[src/rtl/noc_pkg.sv]
// Shared definitions for the node network interface.
// Holds the flit width, flit type codes, header field positions, the TX
// state encoding and two helpers that assemble flits and header payloads.
// Flit layout: [16] valid, [15:14] type, [13:0] payload.
// Header payload: [13:10] dest, [9:6] src, [5:3] body count, [2:0] zero.
package noc_pkg;

    localparam int FLIT_W    = 17;
    localparam int PAYLOAD_W = 14;

    localparam int VALID_BIT = 16;
    localparam int TYPE_HI   = 15;
    localparam int TYPE_LO   = 14;
    localparam int DEST_HI   = 13;
    localparam int DEST_LO   = 10;
    localparam int SRC_HI    = 9;
    localparam int SRC_LO    = 6;
    localparam int CNT_HI    = 5;
    localparam int CNT_LO    = 3;

    localparam logic [1:0] TYPE_HEAD = 2'b01;
    localparam logic [1:0] TYPE_BODY = 2'b00;
    localparam logic [1:0] TYPE_TAIL = 2'b10;

    typedef enum logic [1:0] {
        IDLE = 2'd0,
        HEAD = 2'd1,
        BODY = 2'd2
    } tx_state_t;

    function automatic logic [FLIT_W-1:0] make_flit(input logic [1:0] flit_type,
                                                    input logic [PAYLOAD_W-1:0] payload);
        return {1'b1, flit_type, payload};
    endfunction

    function automatic logic [PAYLOAD_W-1:0] head_payload(input logic [3:0] dest,
                                                          input logic [3:0] src,
                                                          input logic [2:0] cnt);
        return {dest, src, cnt, 3'b000};
    endfunction

endpackage

[src/rtl/network_interface_if.sv]
// Bundle of the core-side and router-side signals of one network interface.
// Core TX:  tx_req_i/tx_dest_i/tx_len_i -> tx_ack_o ; tx_body_valid_i/tx_body_i -> tx_body_ready_o
// Router:   router_full_i, router_data_o (to router), router_data_i (from router)
// Core RX:  rx_valid_o, rx_head_o, rx_last_o, rx_src_o, rx_data_o, rx_err_o
//
// Handshakes: a request is held until the single-cycle tx_ack_o pulse. A body
// word transfers in exactly the cycles where tx_body_valid_i and
// tx_body_ready_o are both high; ready is never high without valid. The
// receive side has no backpressure: every rx_valid_o cycle is a transfer.
interface network_interface_if;
    import noc_pkg::*;

    logic                 tx_req_i;
    logic [3:0]           tx_dest_i;
    logic [2:0]           tx_len_i;
    logic                 tx_ack_o;
    logic                 tx_body_valid_i;
    logic [PAYLOAD_W-1:0] tx_body_i;
    logic                 tx_body_ready_o;
    logic                 router_full_i;
    logic [FLIT_W-1:0]    router_data_o;
    logic [FLIT_W-1:0]    router_data_i;
    logic                 rx_valid_o;
    logic                 rx_head_o;
    logic                 rx_last_o;
    logic [3:0]           rx_src_o;
    logic [PAYLOAD_W-1:0] rx_data_o;
    logic                 rx_err_o;

    // The network interface itself.
    modport slave (
        input  tx_req_i, tx_dest_i, tx_len_i, tx_body_valid_i, tx_body_i,
               router_full_i, router_data_i,
        output tx_ack_o, tx_body_ready_o, router_data_o,
               rx_valid_o, rx_head_o, rx_last_o, rx_src_o, rx_data_o, rx_err_o
    );

    // The core and router environment around it.
    modport master (
        output tx_req_i, tx_dest_i, tx_len_i, tx_body_valid_i, tx_body_i,
               router_full_i, router_data_i,
        input  tx_ack_o, tx_body_ready_o, router_data_o,
               rx_valid_o, rx_head_o, rx_last_o, rx_src_o, rx_data_o, rx_err_o
    );

endinterface

[src/rtl/rx_depacketizer.sv]
// Receive stage: registers flits from the router local output, tracks the
// open packet and raises a sticky protocol-error flag.
// Ports: clk, rst (sync, active high), flit_i (raw flit from router),
// rx_valid_o/rx_head_o/rx_last_o/rx_src_o/rx_data_o/rx_err_o (registered).
module rx_depacketizer
    import noc_pkg::*;
(
    input  logic                 clk,
    input  logic                 rst,
    input  logic [FLIT_W-1:0]    flit_i,
    output logic                 rx_valid_o,
    output logic                 rx_head_o,
    output logic                 rx_last_o,
    output logic [3:0]           rx_src_o,
    output logic [PAYLOAD_W-1:0] rx_data_o,
    output logic                 rx_err_o
);

    logic       open_q;
    logic [2:0] count_q;
    logic       is_valid, is_head, is_body, is_tail;
    logic [2:0] count_dec;
    logic       err_now, last_now;

    always_comb begin
        is_valid  = flit_i[VALID_BIT];
        is_head   = is_valid && (flit_i[TYPE_HI:TYPE_LO] == TYPE_HEAD);
        is_body   = is_valid && (flit_i[TYPE_HI:TYPE_LO] == TYPE_BODY);
        is_tail   = is_valid && (flit_i[TYPE_HI:TYPE_LO] == TYPE_TAIL);
        count_dec = count_q - 3'd1;
        err_now   = (is_head && open_q)
                  || ((is_body || is_tail) && !open_q)
                  || (is_tail && open_q && (count_q != 3'd1));
        // A body that exhausts the announced count ends the packet even
        // without a tail marker.
        last_now  = is_tail || (is_body && open_q && (count_dec == 3'd0));
    end

    always_ff @(posedge clk) begin
        if (rst) begin
            open_q     <= 1'b0;
            count_q    <= 3'd0;
            rx_valid_o <= 1'b0;
            rx_head_o  <= 1'b0;
            rx_last_o  <= 1'b0;
            rx_src_o   <= 4'd0;
            rx_data_o  <= '0;
            rx_err_o   <= 1'b0;
        end else begin
            rx_valid_o <= is_valid;
            rx_head_o  <= is_head;
            rx_last_o  <= last_now;
            rx_data_o  <= is_valid ? flit_i[PAYLOAD_W-1:0] : '0;
            rx_err_o   <= rx_err_o | err_now;
            if (is_head) begin
                rx_src_o <= flit_i[SRC_HI:SRC_LO];
                count_q  <= flit_i[CNT_HI:CNT_LO];
                open_q   <= 1'b1;
            end else if ((is_body || is_tail) && open_q) begin
                count_q <= count_dec;
                if (last_now) begin
                    open_q <= 1'b0;
                end
            end
        end
    end

endmodule

[src/rtl/network_interface.sv]
// Per-node packetizer/depacketizer between a core and its router local port.
// TX: a core request becomes a header flit followed by body flits, one per
// cycle while the router has credit. RX: delegated to rx_depacketizer.
// Ports: clk, rst (sync, active high), nif (network_interface_if.slave),
// tx_state_o (current TX FSM state for observation).
module network_interface
    import noc_pkg::*;
#(
    parameter logic [3:0] NODE_ID = 4'd0
)
(
    input  logic               clk,
    input  logic               rst,
    network_interface_if.slave nif,
    output tx_state_t          tx_state_o
);

    tx_state_t         state_q, state_d;
    logic [3:0]        dest_q, dest_d;
    logic [2:0]        len_q, len_d;
    logic [2:0]        remain_q, remain_d;
    logic [FLIT_W-1:0] flit_q, flit_d;
    logic              ack, body_ready;

    always_comb begin
        state_d    = state_q;
        dest_d     = dest_q;
        len_d      = len_q;
        remain_d   = remain_q;
        flit_d     = '0;
        ack        = 1'b0;
        body_ready = 1'b0;
        case (state_q)
            IDLE: begin
                if (nif.tx_req_i) begin
                    state_d = HEAD;
                    dest_d  = nif.tx_dest_i;
                    // A zero length is treated as a single-body packet.
                    len_d   = (nif.tx_len_i == 3'd0) ? 3'd1 : nif.tx_len_i;
                end
            end
            HEAD: begin
                if (!nif.router_full_i) begin
                    ack      = 1'b1;
                    flit_d   = make_flit(TYPE_HEAD, head_payload(dest_q, NODE_ID, len_q));
                    remain_d = len_q;
                    state_d  = BODY;
                end
            end
            BODY: begin
                if (nif.tx_body_valid_i && !nif.router_full_i) begin
                    body_ready = 1'b1;
                    flit_d     = make_flit((remain_q == 3'd1) ? TYPE_TAIL : TYPE_BODY,
                                           nif.tx_body_i);
                    remain_d   = remain_q - 3'd1;
                    if (remain_q == 3'd1) begin
                        state_d = IDLE;
                    end
                end
            end
            default: state_d = IDLE;
        endcase
    end

    always_ff @(posedge clk) begin
        if (rst) begin
            state_q  <= IDLE;
            dest_q   <= 4'd0;
            len_q    <= 3'd0;
            remain_q <= 3'd0;
            flit_q   <= '0;
        end else begin
            state_q  <= state_d;
            dest_q   <= dest_d;
            len_q    <= len_d;
            remain_q <= remain_d;
            flit_q   <= flit_d;
        end
    end

    assign nif.tx_ack_o        = ack;
    assign nif.tx_body_ready_o = body_ready;
    assign nif.router_data_o   = flit_q;
    assign tx_state_o          = state_q;

    rx_depacketizer u_rx (
        .clk        (clk),
        .rst        (rst),
        .flit_i     (nif.router_data_i),
        .rx_valid_o (nif.rx_valid_o),
        .rx_head_o  (nif.rx_head_o),
        .rx_last_o  (nif.rx_last_o),
        .rx_src_o   (nif.rx_src_o),
        .rx_data_o  (nif.rx_data_o),
        .rx_err_o   (nif.rx_err_o)
    );

endmodule

[src/flat_wrapper.sv]
// flat-port wrapper written by rule: the top's interface ports become plain ports
module network_interface_flat import noc_pkg::*;
#(
    parameter logic [3:0] NODE_ID = 4'd0
)
  (clk, rst, tx_state_o, nif_tx_req_i, nif_tx_dest_i, nif_tx_len_i, nif_tx_body_valid_i, nif_tx_body_i, nif_router_full_i, nif_router_data_i, nif_tx_ack_o, nif_tx_body_ready_o, nif_router_data_o, nif_rx_valid_o, nif_rx_head_o, nif_rx_last_o, nif_rx_src_o, nif_rx_data_o, nif_rx_err_o);
  network_interface_if nif_i ();
  input  logic clk;
  input  logic rst;
  output tx_state_t tx_state_o;
  input wire logic [$bits(nif_i.tx_req_i)-1:0] nif_tx_req_i;
  input wire logic [$bits(nif_i.tx_dest_i)-1:0] nif_tx_dest_i;
  input wire logic [$bits(nif_i.tx_len_i)-1:0] nif_tx_len_i;
  input wire logic [$bits(nif_i.tx_body_valid_i)-1:0] nif_tx_body_valid_i;
  input wire logic [$bits(nif_i.tx_body_i)-1:0] nif_tx_body_i;
  input wire logic [$bits(nif_i.router_full_i)-1:0] nif_router_full_i;
  input wire logic [$bits(nif_i.router_data_i)-1:0] nif_router_data_i;
  output wire logic [$bits(nif_i.tx_ack_o)-1:0] nif_tx_ack_o;
  output wire logic [$bits(nif_i.tx_body_ready_o)-1:0] nif_tx_body_ready_o;
  output wire logic [$bits(nif_i.router_data_o)-1:0] nif_router_data_o;
  output wire logic [$bits(nif_i.rx_valid_o)-1:0] nif_rx_valid_o;
  output wire logic [$bits(nif_i.rx_head_o)-1:0] nif_rx_head_o;
  output wire logic [$bits(nif_i.rx_last_o)-1:0] nif_rx_last_o;
  output wire logic [$bits(nif_i.rx_src_o)-1:0] nif_rx_src_o;
  output wire logic [$bits(nif_i.rx_data_o)-1:0] nif_rx_data_o;
  output wire logic [$bits(nif_i.rx_err_o)-1:0] nif_rx_err_o;
  assign nif_i.tx_req_i = nif_tx_req_i;
  assign nif_i.tx_dest_i = nif_tx_dest_i;
  assign nif_i.tx_len_i = nif_tx_len_i;
  assign nif_i.tx_body_valid_i = nif_tx_body_valid_i;
  assign nif_i.tx_body_i = nif_tx_body_i;
  assign nif_i.router_full_i = nif_router_full_i;
  assign nif_i.router_data_i = nif_router_data_i;
  assign nif_tx_ack_o = nif_i.tx_ack_o;
  assign nif_tx_body_ready_o = nif_i.tx_body_ready_o;
  assign nif_router_data_o = nif_i.router_data_o;
  assign nif_rx_valid_o = nif_i.rx_valid_o;
  assign nif_rx_head_o = nif_i.rx_head_o;
  assign nif_rx_last_o = nif_i.rx_last_o;
  assign nif_rx_src_o = nif_i.rx_src_o;
  assign nif_rx_data_o = nif_i.rx_data_o;
  assign nif_rx_err_o = nif_i.rx_err_o;
  network_interface #(.NODE_ID(NODE_ID)) u_core (.clk(clk), .rst(rst), .nif(nif_i), .tx_state_o(tx_state_o));
endmodule
[config.mk]
export PLATFORM = sky130hd
export DESIGN_NAME = network_interface_flat
export DESIGN_NICKNAME = d
export VERILOG_FILES = /design/src/rtl/noc_pkg.sv /design/src/rtl/network_interface_if.sv /design/src/rtl/rx_depacketizer.sv /design/src/rtl/network_interface.sv /design/src/flat_wrapper.sv
export SDC_FILE = /design/constraint.sdc
export NUM_CORES = 1
export LEC_CHECK = 0
export BUFFER_PORTS_ARGS = -buffer_cell sky130_fd_sc_hd__buf_2
export CAP_MARGIN = 15
export CORE_ASPECT_RATIO = 1.1
export CORE_MARGIN = 10
export CORE_UTILIZATION = 25
export DETAILED_ROUTE_END_ITERATION = 6
export GPL_ROUTABILITY_DRIVEN = 0
export GPL_TIMING_DRIVEN = 1
export PLACE_DENSITY = 0.54
export RECOVER_POWER = 25
export SETUP_SLACK_MARGIN = 0.4
export SLEW_MARGIN = 10
export SYNTH_ARGS = -nofsm -noshare
export SYNTH_HDL_FRONTEND = slang
export SYNTH_SLANG_ARGS = --single-unit
[constraint.sdc]
create_clock -name clk -period 2.23 [get_ports clk]
set_clock_uncertainty 0.2 [all_clocks]
set_input_delay 0.1115 -clock clk [delete_from_list [all_inputs] [get_ports clk]]
set_output_delay 0.1115 -clock clk [all_outputs]
set_load 0.02 [all_outputs]
==> flow_metrics.env, run 1 <==
export IMPL_cp_top_family="buffers and inverters"
export IMPL_drv_cap=0
export IMPL_die_w_um=107
export IMPL_critPathLaunchType="register"
export IMPL_ant_nets=0
export IMPL_post_cts_buffers=0
export IMPL_slew_headroom=0.423
export IMPL_mostFrequentLayoutCells="61 x buf_2, 54 x dfxtp_1, 42 x dlygate4sd3_1"
export IMPL_power_mw=2.37
export IMPL_min_period_ns=1.73
export IMPL_crit_path_end="nif_tx_body_ready_o"
export IMPL_mostFrequentLayoutCell="buf_2"
export IMPL_synth_top_family_by_area="simple AND/OR/NAND/NOR gates"
export IMPL_core_rowCount=34
export IMPL_critical_path_arrival_ns=1.42
export IMPL_nets=388
export IMPL_cp_end_kind="output port"
export IMPL_critPathKind="reg -> out"
export IMPL_critPathMaxStageDelay_ns=0.34
export IMPL_hold_ws_ns=0.0587
export IMPL_p_int_mw=1.73
export IMPL_worst_path_buf_inv=3
export IMPL_dp_hpwl_um=4270
export IMPL_ys_ff_latch=55
export IMPL_cts_buffer_depth=2
export IMPL_portBuffers=85
export IMPL_ys_seq_area_frac=0.530
export IMPL_grt_antenna_before_repair=0
export IMPL_grt_max_degree=28
export IMPL_grt_pass1_vias=1969
export IMPL_syn_num_nets=263
export IMPL_synth_adder_area_share=0.0542
export IMPL_die_y_um=116
export IMPL_cts_tree="built"
export IMPL_syn_cell_area_um2=2080
export IMPL_drt_first_pass_iters=4
export IMPL_power_leakage_nw=1.36
export IMPL_hp_class="in -> reg"
export IMPL_maxSlewViolCount=0
export IMPL_routed_via_density=4.28
export IMPL_synth_compound_area_share=0.131
export IMPL_yosys_area_share_simple=0.221
export IMPL_finalInstanceArea_um2=3140
export IMPL_r2r_slack_ns=0.51
export IMPL_p_switching_uw=641
export IMPL_multi_input_area_um2=907
export IMPL_dp_cells=395
export IMPL_wirelength_um=6010
export IMPL_insertedDiodeCount=0
export IMPL_cts_sinks=55
export IMPL_pwr_share_comb=0.215
export IMPL_ys_types=37
export IMPL_seq_power_share=0.461
export IMPL_rsz0062_at_grt="true"
export IMPL_grt_use_total=0.0969
export IMPL_fin_setup_tns_ns=0
export IMPL_yosysWarnings=0
export IMPL_vias=1906
export IMPL_cpMostUsedCell="inv_1"
export IMPL_grt_overflow=0
export IMPL_max_vdd_ir_drop_mv=0.275
export IMPL_initialDrtViolationCount=44
export IMPL_r2r_cells=6
export IMPL_area_growth_pct=51.5
export IMPL_cp_cell_sequence="inv_1 > ha_4 > nand3b_4 > inv_1 > buf_2"
export IMPL_cts_max_level=2
export IMPL_core_um2=8000
export IMPL_drc_errors=0
export IMPL_switching_share=0.270
export IMPL_grt_pass1_wl_um=9760
export IMPL_startpoint="u_core.tx_state_o[0]"
export IMPL_status="completed"
export IMPL_fill_cells=849
export IMPL_io_pins=86
export IMPL_clock_latency_ns=0.30
export IMPL_cp_data_required_time_ns=1.92
export IMPL_placed_cell_area_um2=2590
export IMPL_cts_made_buffers=5
export IMPL_ff_latch_area_um2=1100
export IMPL_final_setup_viol_count=0
export IMPL_pwr_share_clk=0.324
export IMPL_die_area_um2=12400
export IMPL_crit_reg2reg_launch="u_core.tx_state_o[0]"
export IMPL_start_util=0.260
export IMPL_finalHoldViolCount=0
export IMPL_syn_avg_cell_area_um2=9.84
export IMPL_crit_fanout=12
export IMPL_critPathSlowestCell="dfxtp_1"
export IMPL_synth_cells=211
export IMPL_clk_pin_slew_ns=0.10
export IMPL_period_share=0.775
export IMPL_path_depth=5
export IMPL_cts_root_buf="clkbuf_8"
export IMPL_drive_above_1_share=0.231
export IMPL_wire_per_inst_um=13.5
export IMPL_r2r_end="u_core.tx_state_o[1]"
export IMPL_timing_fmax_mhz=578
export IMPL_fin_cells=445
export IMPL_synthXorXnorAreaFrac=0.00422
export IMPL_powerDensity_nw_per_um2=755
export IMPL_muxShareOfSynthArea=0.0145
export IMPL_tightest_slew_ns=0.863
logic make-up (layout without fill, tap and decap cells):
kind of cell               Yosys count  after routing
and+or+nand+nor                     80             80
adders and majority gates            9              9
buffers and inverters               20            146
DFF                                 55             55
muxes                                3              3
xor gates and xnor gates             1              1
AOI/OAI and AO/OA                   43             43
area by class of cell:
class	count	share of cell area
Inverter	10	0.0119
Sequential cell	55	0.351
Tap cell	108	0.0430
Multi-Input combinational cell	136	0.288
Clock buffer	5	0.0219
Clock inverter	3	0.0215
Timing Repair Buffer	128	0.262
power by group through the flow:
stage               logic (mW)  registers [mW]  clock network (mW)
floorplan                0.264            1.15                   0
global placement         0.435            1.11                   0
detailed placement       0.439            1.11                   0
CTS                      0.501            1.09               0.803
global route             0.570            1.10               0.831
finish                   0.510            1.09               0.769
repair_timing:
item,in CTS,in global routing
hold buffers,42,0
endpoints found under the setup margin,19,22
hold endpoints to repair,48,0
resized for setup,1,5
metal layers:
layer,share of wire,up-vias,global-route usage
met1,0.43,888,0.104
li1,-,959,-
met3,0.071,5,0.0361
met2,0.48,54,0.171
met5,0,-,0
met4,0.014,0,0.0352
how the worst min path moves through the flow:
stage | from | end | slack (ns) | cells past startpoint
after floorplan | nif_tx_body_i[0] | u_core.nif.router_data_o[0] | 0.03 | 1
after global placement | nif_router_data_i[13] | u_core.u_rx.rx_data_o[13] | 0.11 | 2
after detailed placement | nif_router_data_i[2] | u_core.u_rx.rx_data_o[2] | 0.11 | 2
after CTS | rst | u_core.remain_q[0] | 0.07 | 2
after global routing | rst | u_core.remain_q[0] | 0.08 | 2
final | rst | u_core.remain_q[0] | 0.06 | 2
per-stage QoR:
stage           util  worst slack, ns
5_1_grt        0.393            0.351
3_3_place_gp   0.324            0.406
4_1_cts        0.394            0.406
2_1_floorplan      -            0.442
3_5_place_dp   0.324            0.338
6_report       0.393            0.501
flip-flops by register name, indices dropped and copies added, names as in the netlist:
register / cells
u_core.dest_q: 4
u_core.u_rx.open_q: 1
u_core.u_rx.rx_head_o: 1
u_core.u_rx.rx_err_o: 1
u_core.u_rx.rx_valid_o: 1
u_core.u_rx.rx_src_o: 4
u_core.len_q: 3
u_core.u_rx.rx_data_o: 14
u_core.tx_state_o: 2
u_core.remain_q: 3
u_core.u_rx.count_q: 3
u_core.u_rx.rx_last_o: 1
u_core.nif.router_data_o: 17
Yosys cell counts:
cell type | number | area share
buf_6 | 1 | 0.0054
o211ai_1 | 1 | 0.0036
a31oi_1 | 4 | 0.012
and3_1 | 1 | 0.0030
nor3b_4 | 1 | 0.0090
nand4b_1 | 1 | 0.0042
nor2_1 | 7 | 0.013
nor3_1 | 4 | 0.0096
a221oi_1 | 1 | 0.0042
nand2b_1 | 1 | 0.0030
xnor2_1 | 1 | 0.0042
nand3b_4 | 1 | 0.0096
ha_1 | 9 | 0.054
a211oi_1 | 1 | 0.0036
o31ai_1 | 1 | 0.0036
nand2_1 | 21 | 0.038
a21boi_0 | 1 | 0.0036
nand3_1 | 8 | 0.019
nor2b_1 | 4 | 0.012
a21oi_2 | 1 | 0.0042
buf_2 | 7 | 0.017
o21ai_0 | 4 | 0.0096
a21o_1 | 1 | 0.0036
nor3b_1 | 3 | 0.011
clkbuf_1 | 1 | 0.0018
a22o_1 | 7 | 0.030
or2_1 | 1 | 0.0030
dfxtp_1 | 55 | 0.53
a21oi_1 | 18 | 0.043
o22ai_1 | 2 | 0.0060
and3b_1 | 3 | 0.013
buf_1 | 1 | 0.0018
and2_1 | 21 | 0.063
a211o_1 | 1 | 0.0042
inv_1 | 10 | 0.018
mux2i_1 | 3 | 0.014
nand3b_1 | 3 | 0.011
(Power assumes the default switching activity.)
==> inputs of run 2 (changes only) <==
==> constraint.sdc (replaced) <==
create_clock -name clk -period 1.7 [get_ports clk]
set_clock_uncertainty 0.2 [all_clocks]
set_input_delay 0.085 -clock clk [delete_from_list [all_inputs] [get_ports clk]]
set_output_delay 0.085 -clock clk [all_outputs]
set_load 0.02 [all_outputs]
==> run 2 against run 1 <==
Effect of this change:
- the flow now finishes with violations (negative hold slack)
- worst hold slack worse by 0.092 ns
- sequential share of layout area down 3.2 points
- count of clock-buffer cells in the layout up 1
- critical path type unchanged
- critical endpoint is now nif_tx_ack_o
- largest power group unchanged
==> flow_metrics.env, run 2 (same netlist as run 1, synthesis figures left out) <==
export IMPL_status="finished with violations"
export IMPL_violations="negative hold slack"
export IMPL_nets=408
export IMPL_fin_cells=465
export IMPL_cts_made_buffers=5
export IMPL_vias=1991
export IMPL_area_growth_pct=68.8
export IMPL_clock_latency_ns=0.30
export IMPL_core_rowCount=34
export IMPL_drive_above_1_share=0.370
export IMPL_hp_class="in -> reg"
export IMPL_grt_pass1_vias=2024
export IMPL_grt_overflow=0
export IMPL_fin_setup_tns_ns=0
export IMPL_grt_use_total=0.104
export IMPL_insertedDiodeCount=0
export IMPL_finalHoldViolCount=2
export IMPL_startpoint="u_core.tx_state_o[1]"
export IMPL_dp_hpwl_um=4370
export IMPL_min_period_ns=1.55
export IMPL_largest_reg_flops=17
export IMPL_final_setup_viol_count=0
export IMPL_drc_errors=0
export IMPL_initialDrtViolationCount=77
export IMPL_cts_root_buf="clkbuf_8"
export IMPL_placed_cell_area_um2=2730
export IMPL_start_util=0.260
export IMPL_grt_antenna_before_repair=0
export IMPL_critical_path_arrival_ns=1.27
export IMPL_tightest_slew_ns=0.854
export IMPL_die_area_um2=12400
export IMPL_worst_path_buf_inv=2
export IMPL_crit_reg2reg_launch="u_core.tx_state_o[0]"
export IMPL_crit_fanout=5
export IMPL_cp_cell_sequence="inv_4 > ha_4 > nor2b_4 > buf_6"
export IMPL_drv_cap=0
export IMPL_rsz0062_at_grt="true"
export IMPL_dp_cells=399
export IMPL_drt_first_pass_iters=4
export IMPL_cts_tree="built"
export IMPL_path_depth=4
export IMPL_hold_depth=3
export IMPL_slew_headroom=0.429
export IMPL_power_leakage_nw=1.52
export IMPL_wire_per_inst_um=13.9
export IMPL_finalInstanceArea_um2=3500
export IMPL_cp_end_kind="output port"
export IMPL_hold_ws_ns=-0.0337
export IMPL_cts_buffer_depth=2
export IMPL_critPathMaxStageDelay_ns=0.38
export IMPL_cp_top_family="flip-flops"
export IMPL_powerDensity_nw_per_um2=914
export IMPL_critPathSlowestCell="dfxtp_4"
export IMPL_portBuffers=85
export IMPL_maxSlewViolCount=0
export IMPL_fin_util=0.438
export IMPL_critPathKind="reg -> out"
export IMPL_timing_fmax_mhz=643
export IMPL_clk_pin_slew_ns=0.09
export IMPL_r2r_cells=6
export IMPL_die_w_um=107
export IMPL_ant_nets=0
export IMPL_cts_sinks=55
export IMPL_wirelength_um=6460
export IMPL_grt_pass1_wl_um=10300
export IMPL_period_share=0.915
export IMPL_routed_via_density=4.28
export IMPL_core_um2=8000
export IMPL_cts_max_level=2
export IMPL_critPathLaunchType="register"
export IMPL_die_y_um=116
export IMPL_mostFrequentLayoutCells="62 x buf_2, 49 x dfxtp_1, 44 x dlygate4sd3_1"
export IMPL_min_from="nif_tx_body_valid_i"
export IMPL_io_pins=86
export IMPL_mostFrequentLayoutCell="buf_2"
export IMPL_cp_data_required_time_ns=1.41
export IMPL_cts_hold_buffers=44
export IMPL_max_vdd_ir_drop_mv=0.319
export IMPL_grt_max_degree=18
run 2: cell count changes in the layout (fill, tap and decap cells not counted), sizes merged:
cell,previous run,this run
inv,10,11
clkinv,0,1
and3b,3,4
dlygate4sd3,42,44
clkbuf,29,27
clkinvlp,1,0
bufinv,2,0
buf,62,82
run 2: repair_timing:
item,in CTS,in global routing
hold endpoints to repair,50,1
pin swaps,11,15
endpoints found under the setup margin,33,35
resized for setup,22,22
gates cloned,1,0
buffers inserted,13,0
run 2: layout make-up:
| cell class | instances | area [um^2] |
|---|---|---|
| clock buffers | 6 | 82.6 |
| clock inverters | 2 | 15.0 |
| fillers | 809 | 4490 |
| inverters | 10 | 47.5 |
| multi-input cells | 137 | 1090 |
| flip-flops and latches | 55 | 1120 |
| well taps | 108 | 135 |
| repair buffers | 147 | 1010 |
run 2: final timing paths:
| path | to | slack [ns] |
|---|---|---|
| worst min register to register | u_core.dest_q[1] | 0.26 |
| worst max-delay path | nif_tx_ack_o | 0.15 |
| worst min-delay path | u_core.nif.router_data_o[1] | -0.03 |
| worst max register to register | u_core.nif.router_data_o[15] | 0.15 |
run 2: through the flow:
step / worst slack, ns / power [mW]
floorplan: 0.122 / 1.98
global placement: 0.156 / 2.18
detailed placement: 0.138 / 2.19
CTS: 0.149 / 3.18
global route: 0.0897 / 3.40
finish: 0.145 / 3.20
run 2: metal layers:
| layer | vias up | share of wire | GRT usage |
|---|---|---|---|
| met2 | 51 | 0.50 | 0.182 |
| met1 | 928 | 0.40 | 0.111 |
| met5 | - | 0 | 0 |
| met4 | 0 | 0.016 | 0.0379 |
| li1 | 1005 | - | - |
| met3 | 7 | 0.079 | 0.0389 |
run 2: report_power, final:
| part | internal (mW) | leakage [nW] | switching [mW] |
|---|---|---|---|
| clock network | 0.335 | 0.0517 | 0.429 |
| logic | 0.515 | 1.02 | 0.466 |
| registers | 1.38 | 0.452 | 0.0748 |
| total | 2.23 | 1.52 | 0.970 |
run 2: worst min-delay path: stages:
cell,delay (ns)
buf_2,0.15
nand3b_4,0.11
nor3b_1,0.07
==> inputs of run 3 (changes only) <==
--- a/config.mk
+++ b/config.mk
@@ -7,7 +7,6 @@
 export LEC_CHECK = 0
 export BUFFER_PORTS_ARGS = -buffer_cell sky130_fd_sc_hd__buf_2
 export CAP_MARGIN = 15
-export CORE_ASPECT_RATIO = 1.1
 export CORE_MARGIN = 10
 export CORE_UTILIZATION = 25
 export DETAILED_ROUTE_END_ITERATION = 6
==> run 3 against run 2 <==
Effect of this change:
- the run still ends with negative hold slack left
- via count down 0.25%
- combinational power down 1%
- critical endpoint is now u_core.nif.router_data_o[16]
- die area about the same
- worst hold slack worse by 0.056 ns
- global-route usage down 0.15 points
- critical path depth up 1
- highest routed layer unchanged
- sequential cell count unchanged
==> flow_metrics.env, run 3 (same netlist as run 1, synthesis figures left out) <==
export IMPL_start_util=0.255
export IMPL_mostFrequentLayoutCells="60 x buf_2, 48 x dfxtp_1, 44 x dlygate4sd3_1"
export IMPL_timing_fmax_mhz=649
export IMPL_min_period_ns=1.54
export IMPL_nets=407
export IMPL_cts_hold_buffers=44
export IMPL_multi_input_area_um2=1050
export IMPL_grt_max_degree=18
export IMPL_wirelength_um=6480
export IMPL_power_mw=3.17
export IMPL_violations="negative hold slack"
export IMPL_cp_data_required_time_ns=1.71
export IMPL_vias=1986
export IMPL_largest_reg_flops=17
export IMPL_cts_made_buffers=5
export IMPL_die_w_um=111
export IMPL_period_share=0.906
export IMPL_cp_end_kind="register"
export IMPL_grt_pass1_vias=2079
export IMPL_critPathLaunchType="register"
export IMPL_portBuffers=85
export IMPL_status="finished with violations"
export IMPL_clock_latency_ns=0.31
export IMPL_powerDensity_nw_per_um2=914
export IMPL_cp_cell_sequence="inv_4 > ha_4 > nor2b_4 > and3b_2 > or2_1"
export IMPL_cts_sinks=55
export IMPL_crit_fanout=9
export IMPL_core_um2=8130
export IMPL_mostFrequentLayoutCell="buf_2"
export IMPL_core_rowCount=33
export IMPL_die_area_um2=12300
export IMPL_grt_use_total=0.102
export IMPL_rsz0062_at_grt="true"
export IMPL_area_growth_pct=66.9
export IMPL_die_y_um=111
export IMPL_min_from="nif_tx_body_valid_i"
export IMPL_crit_reg2reg_launch="u_core.tx_state_o[1]"
export IMPL_ant_nets=0
export IMPL_drive_above_1_share=0.365
export IMPL_grt_pass1_wl_um=10500
export IMPL_power_leakage_nw=1.51
export IMPL_hold_ws_ns=-0.0901
export IMPL_finalHoldViolCount=1
export IMPL_slew_headroom=0.439
export IMPL_max_vdd_ir_drop_mv=0.423
export IMPL_final_setup_viol_count=0
export IMPL_insertedDiodeCount=0
export IMPL_hp_class="in -> reg"
export IMPL_cts_root_buf="clkbuf_8"
export IMPL_critPathMaxStageDelay_ns=0.39
export IMPL_critical_path_arrival_ns=1.55
export IMPL_setup_slack_ns=0.159
export IMPL_dp_hpwl_um=4400
export IMPL_drc_errors=0
export IMPL_drv_cap=0
export IMPL_routed_via_density=4.31
export IMPL_critPathSlowestCell="dfxtp_4"
export IMPL_clk_pin_slew_ns=0.10
export IMPL_fill_cells=783
export IMPL_pre_cts_ws_ns=0.105
export IMPL_grt_antenna_before_repair=0
export IMPL_cts_max_level=2
export IMPL_critPathKind="reg -> reg"
export IMPL_grt_overflow=0
export IMPL_cts_tree="built"
export IMPL_wire_per_inst_um=14.0
export IMPL_io_pins=86
export IMPL_maxSlewViolCount=0
export IMPL_initialDrtViolationCount=45
export IMPL_ff_latch_area_um2=1120
export IMPL_fin_setup_tns_ns=0
export IMPL_cts_buffer_depth=2
export IMPL_drt_first_pass_iters=4
export IMPL_tightest_slew_ns=0.839
export IMPL_startpoint="u_core.tx_state_o[1]"
-- run 3: cell type report --
cell class	instances	share of cell area
inverter	10	0.0137
clock inverter	3	0.00542
sequential	55	0.323
multi-input combinational	136	0.304
tap	105	0.0379
timing repair buffer	147	0.295
clock buffer	5	0.0199
-- run 3: metal layers --
layer / routed length, um / GRT usage
met4: 83 / 0.0317
met1: 2890 / 0.122
met3: 382 / 0.0346
met2: 3120 / 0.168
met5: 0 / 0
-- run 3: path summary, 6_finish.rpt --
| check | cells after the start | slack (ns) | end |
|---|---|---|---|
| worst max-delay path | 5 | 0.16 | u_core.nif.router_data_o[16] |
| worst min-delay path | 3 | -0.09 | u_core.nif.router_data_o[1] |
| worst max register to register | 5 | 0.16 | u_core.nif.router_data_o[16] |
| worst min register to register | 2 | 0.26 | u_core.u_rx.rx_src_o[3] |
-- run 3: metrics by stage --
stage               cell area, um^2   util  std cells
floorplan                      2180      -        211
global placement               2710  0.333        394
detailed placement             2710  0.333        394
CTS                            3430  0.422        461
global route                   3460  0.426        461
finish                         3460  0.426        461
-- run 3: worst max-delay path: cells and delay by family (launching register included) --
| kind | cells | cell delay (ns) |
|---|---|---|
| adder cells (fa/ha/maj) | 1 | 0.17 |
| AND/OR/NAND/NOR | 3 | 0.62 |
| buffers and inverters | 1 | 0.05 |
| flip-flops | 1 | 0.39 |
-- run 3: timing repair --
| item | 4_1_cts | 5_1_grt |
|---|---|---|
| endpoints found under the hold margin | 50 | 1 |
| pin swaps | 12 | 5 |
| gates cloned | 0 | 0 |
| setup buffers | 15 | 0 |
| resized for setup | 30 | 13 |
| endpoints found under the setup margin | 36 | 36 |
-- run 3: power breakdown --
| part | total [mW] | switching [mW] | internal, mW | leakage, nW |
|---|---|---|---|---|
| Sequential | 1.46 | 0.0757 | 1.38 | 0.452 |
| Combinational | 0.969 | 0.453 | 0.516 | 1.01 |
| Clock | 0.737 | 0.448 | 0.289 | 0.0445 |
| Total | 3.17 | 0.977 | 2.19 | 1.51 |
